==> src/rtl/simmem_rsp_release_timer_pkg.sv <==
// Shared constants and slot state encoding for the response release timers.
package simmem_rsp_release_timer_pkg;

    localparam int unsigned DelayW        = 8;
    localparam int unsigned WRspBankCapa  = 16;
    localparam int unsigned RDataBankCapa = 16;

    typedef enum logic [1:0] {
        SLOT_IDLE     = 2'd0,
        SLOT_COUNTING = 2'd1,
        SLOT_ARMED    = 2'd2
    } slot_state_e;

endpackage

==> src/rtl/simmem_rsp_release_timer_slot.sv <==
// One bank slot: loads a delay, counts it down while enabled, then arms the
// release enable until the bank acknowledges the release.
module simmem_rsp_release_timer_slot
    import simmem_rsp_release_timer_pkg::*;
#(
    parameter int unsigned CntW = 8
) (
    input  logic            clk,
    input  logic            rst,
    input  logic            load,
    input  logic [CntW-1:0] delay,
    input  logic            count_en,
    input  logic            release_pulse,
    output slot_state_e     state,
    output logic            release_en,
    output logic            bad_release
);

    slot_state_e     state_q;
    logic [CntW-1:0] cnt_q;
    logic            release_en_q;

    always_ff @(posedge clk or posedge rst) begin
        if (rst) begin
            state_q      <= SLOT_IDLE;
            cnt_q        <= '0;
            release_en_q <= 1'b0;
        end else begin
            case (state_q)
                SLOT_IDLE: begin
                    if (load) begin
                        // Delays of 0 and 1 both arm on the next cycle.
                        if (delay <= CntW'(1)) begin
                            state_q      <= SLOT_ARMED;
                            release_en_q <= 1'b1;
                        end else begin
                            state_q <= SLOT_COUNTING;
                            cnt_q   <= delay - CntW'(1);
                        end
                    end
                end
                SLOT_COUNTING: begin
                    if (count_en) begin
                        if (cnt_q == CntW'(1)) begin
                            state_q      <= SLOT_ARMED;
                            cnt_q        <= '0;
                            release_en_q <= 1'b1;
                        end else begin
                            cnt_q <= cnt_q - CntW'(1);
                        end
                    end
                end
                SLOT_ARMED: begin
                    // First beat frees the slot; the bank tracks burst progress itself.
                    if (release_pulse) begin
                        state_q      <= SLOT_IDLE;
                        release_en_q <= 1'b0;
                    end
                end
                default: begin
                    state_q      <= SLOT_IDLE;
                    cnt_q        <= '0;
                    release_en_q <= 1'b0;
                end
            endcase
        end
    end

    assign state       = state_q;
    assign release_en  = release_en_q;
    assign bad_release = release_pulse && (state_q != SLOT_ARMED);

endmodule

==> src/rtl/simmem_rsp_release_timer.sv <==
// Per-bank release timer: decodes delay entries onto slot timers, tracks the
// number of occupied slots and flags releases of slots that were not armed.
module simmem_rsp_release_timer #(
    parameter int unsigned NumSlots = simmem_rsp_release_timer_pkg::WRspBankCapa,
    parameter int unsigned DelayW   = simmem_rsp_release_timer_pkg::DelayW,
    parameter int unsigned IidW     = $clog2(NumSlots)
) (
    input  logic                clk_i,
    input  logic                rst_i,
    input  logic                entry_valid_i,
    output logic                entry_ready_o,
    input  logic [IidW-1:0]     entry_iid_i,
    input  logic [DelayW-1:0]   entry_delay_i,
    input  logic                count_en_i,
    output logic [NumSlots-1:0] release_en_o,
    input  logic [NumSlots-1:0] released_addr_onehot_i,
    output logic [IidW:0]       num_pending_o,
    output logic                err_o
);
    import simmem_rsp_release_timer_pkg::*;

    slot_state_e         slot_state [NumSlots];
    logic [NumSlots-1:0] idle;
    logic [NumSlots-1:0] armed;
    logic [NumSlots-1:0] load;
    logic [NumSlots-1:0] bad;
    logic [NumSlots-1:0] rel_en;
    logic [NumSlots-1:0] valid_rel;
    logic                accept;
    logic [IidW:0]       rel_cnt;
    logic [IidW:0]       pending_d;
    logic [IidW:0]       pending_q;
    logic                err_q;

    // Ready comes from registered state only, so a slot freed this cycle is
    // not reusable until the next one.
    assign entry_ready_o = idle[entry_iid_i];
    assign accept        = entry_valid_i && entry_ready_o;

    for (genvar i = 0; i < NumSlots; i++) begin : g_slot
        assign load[i] = accept && (entry_iid_i == IidW'(i));

        simmem_rsp_release_timer_slot #(
            .CntW (DelayW)
        ) u_slot (
            .clk           (clk_i),
            .rst           (rst_i),
            .load          (load[i]),
            .delay         (entry_delay_i),
            .count_en      (count_en_i),
            .release_pulse (released_addr_onehot_i[i]),
            .state         (slot_state[i]),
            .release_en    (rel_en[i]),
            .bad_release   (bad[i])
        );

        assign idle[i]  = (slot_state[i] == SLOT_IDLE);
        assign armed[i] = (slot_state[i] == SLOT_ARMED);
    end

    assign valid_rel = released_addr_onehot_i & armed;

    always_comb begin
        rel_cnt = '0;
        for (int i = 0; i < NumSlots; i++) begin
            rel_cnt = rel_cnt + {{IidW{1'b0}}, valid_rel[i]};
        end
        pending_d = pending_q + {{IidW{1'b0}}, accept} - rel_cnt;
    end

    always_ff @(posedge clk_i or posedge rst_i) begin
        if (rst_i) begin
            pending_q <= '0;
            err_q     <= 1'b0;
        end else begin
            pending_q <= pending_d;
            err_q     <= err_q | (|bad);
        end
    end

    assign release_en_o  = rel_en;
    assign num_pending_o = pending_q;
    assign err_o         = err_q;

endmodule

==> config.mk <==
export PLATFORM = sky130hd
export DESIGN_NAME = simmem_rsp_release_timer
export DESIGN_NICKNAME = d
export VERILOG_FILES = /design/src/rtl/simmem_rsp_release_timer_pkg.sv /design/src/rtl/simmem_rsp_release_timer_slot.sv /design/src/rtl/simmem_rsp_release_timer.sv
export SDC_FILE = /design/constraint.sdc
export NUM_CORES = 1
export LEC_CHECK = 0
export CORE_UTILIZATION = 37
export DETAILED_ROUTE_END_ITERATION = 10
export PLACE_DENSITY = 0.51
export SYNTH_ARGS = -nofsm -noshare
export SYNTH_HDL_FRONTEND = slang
export SYNTH_SLANG_ARGS = --single-unit
==> constraint.sdc <==
create_clock -name clk_i -period 9.95 [get_ports clk_i]
set_input_delay 1.4925 -clock clk_i [delete_from_list [all_inputs] [get_ports clk_i]]
set_output_delay 1.4925 -clock clk_i [all_outputs]
set_load 0.005 [all_outputs]
# After elaboration in Yosys (flattened, before gate mapping)

Cells that the tools add are included.

$add $sub $neg: 34
$lt $le $gt $ge: 2
Eq/ne operators: 175
Mux-type cells: 229
Bitwise operators: 18
Reduce and logical (&&, ||, !) cells: 99

Operator list:

| operator                                                              | number |
|---|---|
| 8-bit 2-to-1 mux                                                      | 49 |
| 8-bit one-hot mux with 3 select lines                                 | 16 |
| 8-bit by 1-bit subtractor with 8-bit output, second input constant    | 17 |
| 2-bit 2-to-1 mux                                                      | 65 |
| 8-bit by 1-bit == test with 1-bit output, second input constant       | 16 |
| 2-bit != test, second input constant                                  | 64 |
| 4-bit AND reduction                                                   | 32 |
| 2-bit by 1-bit != test with 1-bit output, second input constant       | 48 |
| 2-bit one-hot mux with 3 select lines                                 | 16 |
| 5-bit AND reduction                                                   | 16 |
| 1-bit 2-to-1 mux                                                      | 66 |
| 5-bit by 1-bit adder with 5-bit output                                | 12 |
| 1-bit one-hot mux with 3 select lines                                 | 16 |
| 1-bit logical AND                                                     | 33 |
| 2-bit by 1-bit == test with 1-bit output, second input constant       | 16 |
| 2-bit == test, second input constant                                  | 16 |
| 4-bit == test, second input constant                                  | 8 |
| 2-bit zero test                                                       | 16 |
| 16-bit bitwise AND                                                    | 1 |
| 4-bit by 3-bit == test with 1-bit output, second input constant       | 4 |
| 1-bit NOT                                                             | 16 |
| 16-bit OR reduction                                                   | 1 |
| 4-bit by 2-bit == test with 1-bit output, second input constant       | 2 |
| 8-bit by 1-bit <= comparator with 1-bit output, second input constant | 1 |
| 10 further kinds                                                      | 10 |

Register bits: 182
Input bits: 32
Logic and storage cells: 607

# Logic depth before layout (Yosys ltp)

Depth after elaboration: 18
Gate-level depth with buffers: 16

# Modules after synthesis

From an unflattened synthesis, not the netlist that was laid out.

Cells, all modules: 1840
Area, all modules: 15741.3 µm²

Modules (own cells, without submodules):

| module                                               | instances | cells an instance | area an instance (µm²) | sequential area each (µm²) |
|---|---|---|---|---|
| simmem_rsp_release_timer_slot (g_slot[0].u_slot ...) | 11        | 105               | 894.6                  | 275.3 |
| simmem_rsp_release_timer_slot (g_slot[7].u_slot ...) | 3         | 107               | 923.4                  | 275.3 |
| simmem_rsp_release_timer                             | 1         | 151               | 1300.0                 | 150.1 |
| simmem_rsp_release_timer_slot (g_slot[6].u_slot)     | 1         | 107               | 928.4                  | 275.3 |
| simmem_rsp_release_timer_slot (g_slot[12].u_slot)    | 1         | 106               | 902.1                  | 275.3 |

# Least setup slack after synthesis

No wires, ideal clock.

Kind: in2reg
Start point: input port entry_iid_i[2]
End point: register pending_q[4] (netlist: num_pending_o[4])
Setup time: 0.080 ns
Arrival time: 5.520 ns
Data required time: 9.870 ns
Path slack: 4.350 ns
Stages on the path: 14
Cell sequence: buf_2 mux4_2 mux4_2 and2_1 fa_1 inv_1 fa_1 fa_1 fa_1 fa_1 inv_1 fa_1 xnor2_1 xnor2_1

Longest elaborated chain between the ends: 5

RTL lines:

| element                                   | RTL line                       | text |
|---|---|---|
| start: declaration                        | simmem_rsp_release_timer.sv:12 | `input logic [IidW-1:0] entry_iid_i,` |
| 1-bit binary-select mux with 4-bit select | simmem_rsp_release_timer.sv:37 | `assign entry_ready_o = idle[entry_iid_i];` |
| 1-bit 2-to-1 mux (implied by the code)    | simmem_rsp_release_timer.sv:37 |  |
| named net entry_ready_o                   | simmem_rsp_release_timer.sv:11 | `output logic entry_ready_o,` |
| 1-bit logical AND                         | simmem_rsp_release_timer.sv:38 | `assign accept = entry_valid_i && entry_ready_o;` |
| 5-bit by 1-bit adder with 5-bit output    | simmem_rsp_release_timer.sv:68 | `pending_d = pending_q + {{IidW{1'b0}}, accept} - rel_cnt;` |
| 5-bit subtractor                          | simmem_rsp_release_timer.sv:68 |  |
| named net pending_d[4]                    | simmem_rsp_release_timer.sv:31 | `logic [IidW:0] pending_d;` |
| end signal: assignment                    | simmem_rsp_release_timer.sv:76 | `pending_q <= pending_d;` |
| end: declaration                          | simmem_rsp_release_timer.sv:32 | `logic [IidW:0] pending_q;` |

The timed path passes the listed nets, and every way through them passes these cells. The select of a mux whose other input is x is not followed.
A chain may end at the register's enable or synchronous reset.

# Worst setup path after layout

Start point: input port entry_iid_i[1]
End point: register pending_q[4] (netlist: num_pending_o[4])

Longest elaborated chain between the ends: 5

RTL lines:

| element                                   | RTL line |
|---|---|
| 1-bit binary-select mux with 4-bit select | simmem_rsp_release_timer.sv:37 |
| 1-bit 2-to-1 mux (implied by the code)    | simmem_rsp_release_timer.sv:37 |
| 1-bit logical AND                         | simmem_rsp_release_timer.sv:38 |
| 5-bit by 1-bit adder with 5-bit output    | simmem_rsp_release_timer.sv:68 |
| 5-bit subtractor                          | simmem_rsp_release_timer.sv:68 |
| named net pending_d[4]                    | simmem_rsp_release_timer.sv:31 |

The timed path passes the listed nets, and every way through them passes these cells. The select of a mux whose other input is x is not followed.

==> reports/metrics.yaml <==
outcome:
  status: "complete, no violations"
placed_design:
  detailedPlacementHpwl_um: 27390
  gpl.final_weighted_congestion: 0.8806
  port_buffers: 54
logic_synthesis:
  ys_async_sr_fraction_pct: 100.0
  ys_seq_area_share_pct: 36.79
  synth_flop_cell: "sky130_fd_sc_hd__dfrtp_1"
  synth.cell_area_sq_um: 12380
  synth_edf_count: 0
  synth_cells: 1436
  mappedNetlistNets: 1531
  synth.ff_latch_count: 182
  synth_area_per_cell_sq_um: 8.622
  yosysWarnings: 0
  ys_types: 85
clock_network:
  post_cts.repair.setup_buffers: 0
  cts_inserted_buffers: 17
  cts_hold_repair.buffers: 0
  ctsRootBufferMaster: "sky130_fd_sc_hd__clkbuf_16"
  cts.reportedPaths.clkPinSlew_ps: 80
  post_cts.resized_instances: 0
  cts.htree.levels: 4
  clock_tree_from_tritoncts: "yes"
  clock_path_buffers: 2
  clkLatencyLatePin_ps: 450
  cts.sinks: 182
floorplanning:
  chipWidth_um: 184.9
  start_util_pct: 37.86
  pin_count: 55
  core_area_sq_um: 32700
  rows: 66
  die_height_um: 184.9
  floorplan.die_area_sq_um: 34200
timing:
  hold-worst-slack_ps: 481.2
  max_freq_mhz: 164.5
  totalNegativeSetupSlack_ps: 0
  fin_crit_sh_pct: 61.10
  final_max_slew_viol_count: 0
  grt_setup_unrepaired: "no"
  finClkSkew_ps: 13.35
  report.final.hold_viol_count: 0
  period_needed_ps: 6080
  timing.slew.headroom_pct: 20.64
  finalSetupViolCount: 0
  worstMarginPinSlew_ps: 1178
layout:
  nets: 1535
  layout-drive-gt1-share_pct: 7.020
  antennaDiodeCount: 0
  layout.filler_cells: 3292
  area_added_between_synthesis_and_finish_pct: 12.06
global_routing:
  grt_antenna_before_repair: 0
  grt_max_degree: 127
  vias_in_the_first_global_route: 10398
  grt_overflow: 0
  grt_util_all_layers_pct: 23.59
  grt_pass1_wl_um: 60870
worst_setup_path:
  timing.critical_path.from_type: "input port"
  crit_path_end_kind: "flip-flop"
  setup.worst_path.class: "in -> reg"
  crit_required_ps: 10330
  arrival_ps: 6460
  crit_path_max_fanout: 17
power_and_ir_drop:
  swShare_pct: 43.51
  powerDensity_nw_per_um2: 294.3
  internal_power_mw: 2.306
  seq_power_share_pct: 35.2
  power.share.clock_pct: 18.2
  p_comb_share_pct: 46.6
  power_spent_charging_and_discharging_nets_mw: 1.777
  ir_drop_worst_vdd_mv: 0.1537
  p_leak_nw: 5.625
routing:
  via_count: 11097
  antenna_violating_nets_post_route: 0
  dr.pass1.iters: 5
  drt_iter0_markers: 872
  postRouteWirelength_um: 39210
  drt_drc_violations_left: 0
  routed_vias_inst: 5.856
  avgRoutedWirePerCell_um: 20.69
hold_path:
  holdCritPathClass: "reg -> reg"
flow_run:
  drv.max_cap_violation_count: 0
==> power by group through the flow <==
stage	sequential, mW	combinational, mW	clock, mW
3_5_place_dp	1.43	1.91	0
4_1_cts	1.43	1.91	0.765
5_1_grt	1.49	2.16	0.794
2_1_floorplan	1.28	1.52	0
3_3_place_gp	1.44	1.88	0
6_report	1.44	1.90	0.744
==> metrics by stage <==
| stage | power (mW) | instance area (sq um) | cells | setup WS [ps] | utilization (%) |
|---|---|---|---|---|---|
| 2_1_floorplan | 2.799 | 12380 | 1436 | 3514 | - |
| 3_3_place_gp | 3.325 | 13250 | 1863 | 3505 | 40.52 |
| 3_5_place_dp | 3.339 | 13250 | 1863 | 3434 | 40.52 |
| 4_1_cts | 4.098 | 13870 | 1895 | 3910 | 42.42 |
| 5_1_grt | 4.450 | 13870 | 1895 | 3693 | 42.42 |
| 6_report | 4.083 | 13870 | 1895 | 3870 | 42.42 |
==> critical path: stages <==
cell	delay, ps
sky130_fd_sc_hd__clkdlybuf4s50_1	900
sky130_fd_sc_hd__mux4_2	590
sky130_fd_sc_hd__mux4_2	470
sky130_fd_sc_hd__and2_1	190
sky130_fd_sc_hd__fa_1	370
sky130_fd_sc_hd__inv_1	80
sky130_fd_sc_hd__fa_1	180
sky130_fd_sc_hd__fa_1	430
sky130_fd_sc_hd__fa_1	400
sky130_fd_sc_hd__fa_1	520
sky130_fd_sc_hd__inv_1	60
sky130_fd_sc_hd__fa_1	430
sky130_fd_sc_hd__xnor2_1	200
sky130_fd_sc_hd__xnor2_1	130
==> registers in the layout, summed over array words and instances (netlist names) <==
name / flops
err_o: 1
g_slot.u_slot.state: 32
num_pending_o: 5
g_slot.u_slot.cnt_q: 128
g_slot.u_slot.release_en: 16
==> per-layer routing <==
metal	up-vias	GRT usage, %	part of all wire, %
li1	5299	-	-
met1	5440	33.57	48
met2	309	35.91	44
met3	49	4.424	5.6
met4	0	7.471	2.1
met5	-	0	0
==> path summary, 6_finish.rpt <==
check,start,to,slack [ps],cells past startpoint
worst max-delay path,entry_iid_i[1],num_pending_o[4],3870,14
worst min-delay path,g_slot[9].u_slot.release_en,g_slot[9].u_slot.release_en,480,2
worst max register to register,g_slot[11].u_slot.state[1],num_pending_o[4],4940,14
worst min register to register,g_slot[9].u_slot.release_en,g_slot[9].u_slot.release_en,480,2
max in group asynchronous,rst_i,g_slot[9].u_slot.cnt_q[6],6950,3
min in group asynchronous,rst_i,g_slot[4].u_slot.cnt_q[6],1640,2
==> cell families (layout without fill, tap and decap cells) <==
group | count (synthesis) | in the layout | share of synthesized area [%]
adders and majority gates | 63 | 63 | 7.216
muxes | 24 | 24 | 2.668
DFF | 182 | 182 | 36.79
xor gates and xnor gates | 18 | 18 | 1.273
and+or+nand+nor | 448 | 448 | 18.39
AOI/OAI and AO/OA | 527 | 527 | 27.44
buffers and inverters | 174 | 191 | 6.225
==> layout make-up <==
class | instances | area [sq um] | share of cell area, %
Inverter | 87 | 334.1 | 2.408
Sequential cell | 182 | 4554 | 32.83
Tap cell | 442 | 553.0 | 3.986
Clock buffer | 19 | 452.9 | 3.265
Clock inverter | 13 | 168.9 | 1.218
Timing Repair Buffer | 72 | 675.6 | 4.870
Multi-Input combinational cell | 1080 | 7134 | 51.42
==> synthesized netlist by cell type, types with 4 or more instances <==
cell type,instances,area [sq um]
sky130_fd_sc_hd__o21ai_0,213,1066
sky130_fd_sc_hd__dfrtp_1,182,4554
sky130_fd_sc_hd__nor2_1,137,514.2
sky130_fd_sc_hd__a21oi_1,87,435.4
sky130_fd_sc_hd__inv_1,86,322.8
sky130_fd_sc_hd__nand2_1,75,281.5
sky130_fd_sc_hd__nor3_1,54,270.3
sky130_fd_sc_hd__ha_1,49,613.1
sky130_fd_sc_hd__clkbuf_1,47,176.4
sky130_fd_sc_hd__a22oi_1,33,247.7
sky130_fd_sc_hd__nand2b_1,28,175.2
sky130_fd_sc_hd__o31ai_1,27,202.7
sky130_fd_sc_hd__nor4_1,26,162.7
sky130_fd_sc_hd__buf_4,20,150.1
sky130_fd_sc_hd__nor2b_1,20,125.1
sky130_fd_sc_hd__a22o_1,19,166.4
sky130_fd_sc_hd__a32oi_1,16,140.1
sky130_fd_sc_hd__buf_2,16,80.08
sky130_fd_sc_hd__o22ai_1,16,100.1
sky130_fd_sc_hd__or3_1,16,100.1
sky130_fd_sc_hd__or4_1,16,120.1
sky130_fd_sc_hd__fa_1,14,280.3
sky130_fd_sc_hd__nand3_1,14,70.07
sky130_fd_sc_hd__o21a_1,12,90.09
sky130_fd_sc_hd__a31oi_1,11,68.82
sky130_fd_sc_hd__nor3b_1,11,82.58
sky130_fd_sc_hd__or2_2,11,68.82
sky130_fd_sc_hd__xnor2_1,11,96.34
sky130_fd_sc_hd__o32ai_1,10,87.58
sky130_fd_sc_hd__o41ai_1,10,87.58
sky130_fd_sc_hd__mux2i_1,9,90.09
sky130_fd_sc_hd__and3_1,8,50.05
sky130_fd_sc_hd__mux2_2,8,90.09
sky130_fd_sc_hd__nand3b_1,7,52.55
sky130_fd_sc_hd__o2bb2ai_1,7,61.31
sky130_fd_sc_hd__xor2_1,7,61.31
sky130_fd_sc_hd__a211oi_1,6,45.04
sky130_fd_sc_hd__and2_1,6,37.54
sky130_fd_sc_hd__mux4_2,6,135.1
sky130_fd_sc_hd__o21bai_1,5,37.54
sky130_fd_sc_hd__o31a_1,5,43.79
sky130_fd_sc_hd__a21o_1,4,30.03
==> cells in the final DEF, fill, tap and decap left out, drive strengths merged, types with 11 or more instances in the layout <==
| cell type | instances |
|---|---|
| xnor2 | 11 |
| nand3 | 15 |
| buf | 18 |
| nor4 | 27 |
| nor2b | 20 |
| or4 | 16 |
| clkbuf | 19 |
| o21ai | 215 |
| or2 | 12 |
| nand2b | 28 |
| or3 | 16 |
| dfrtp | 182 |
| clkdlybuf4s50 | 54 |
| a31oi | 13 |
| o32ai | 11 |
| o21a | 12 |
| a22o | 19 |
| o41ai | 12 |
| nand2 | 75 |
| nor3b | 11 |
| inv | 91 |
| o31ai | 29 |
| a22oi | 33 |
| nor3 | 55 |
| a21oi | 88 |
| ha | 49 |
| a32oi | 16 |
| o22ai | 16 |
| fa | 14 |
| nor2 | 137 |
(Power assumes the default switching activity.)
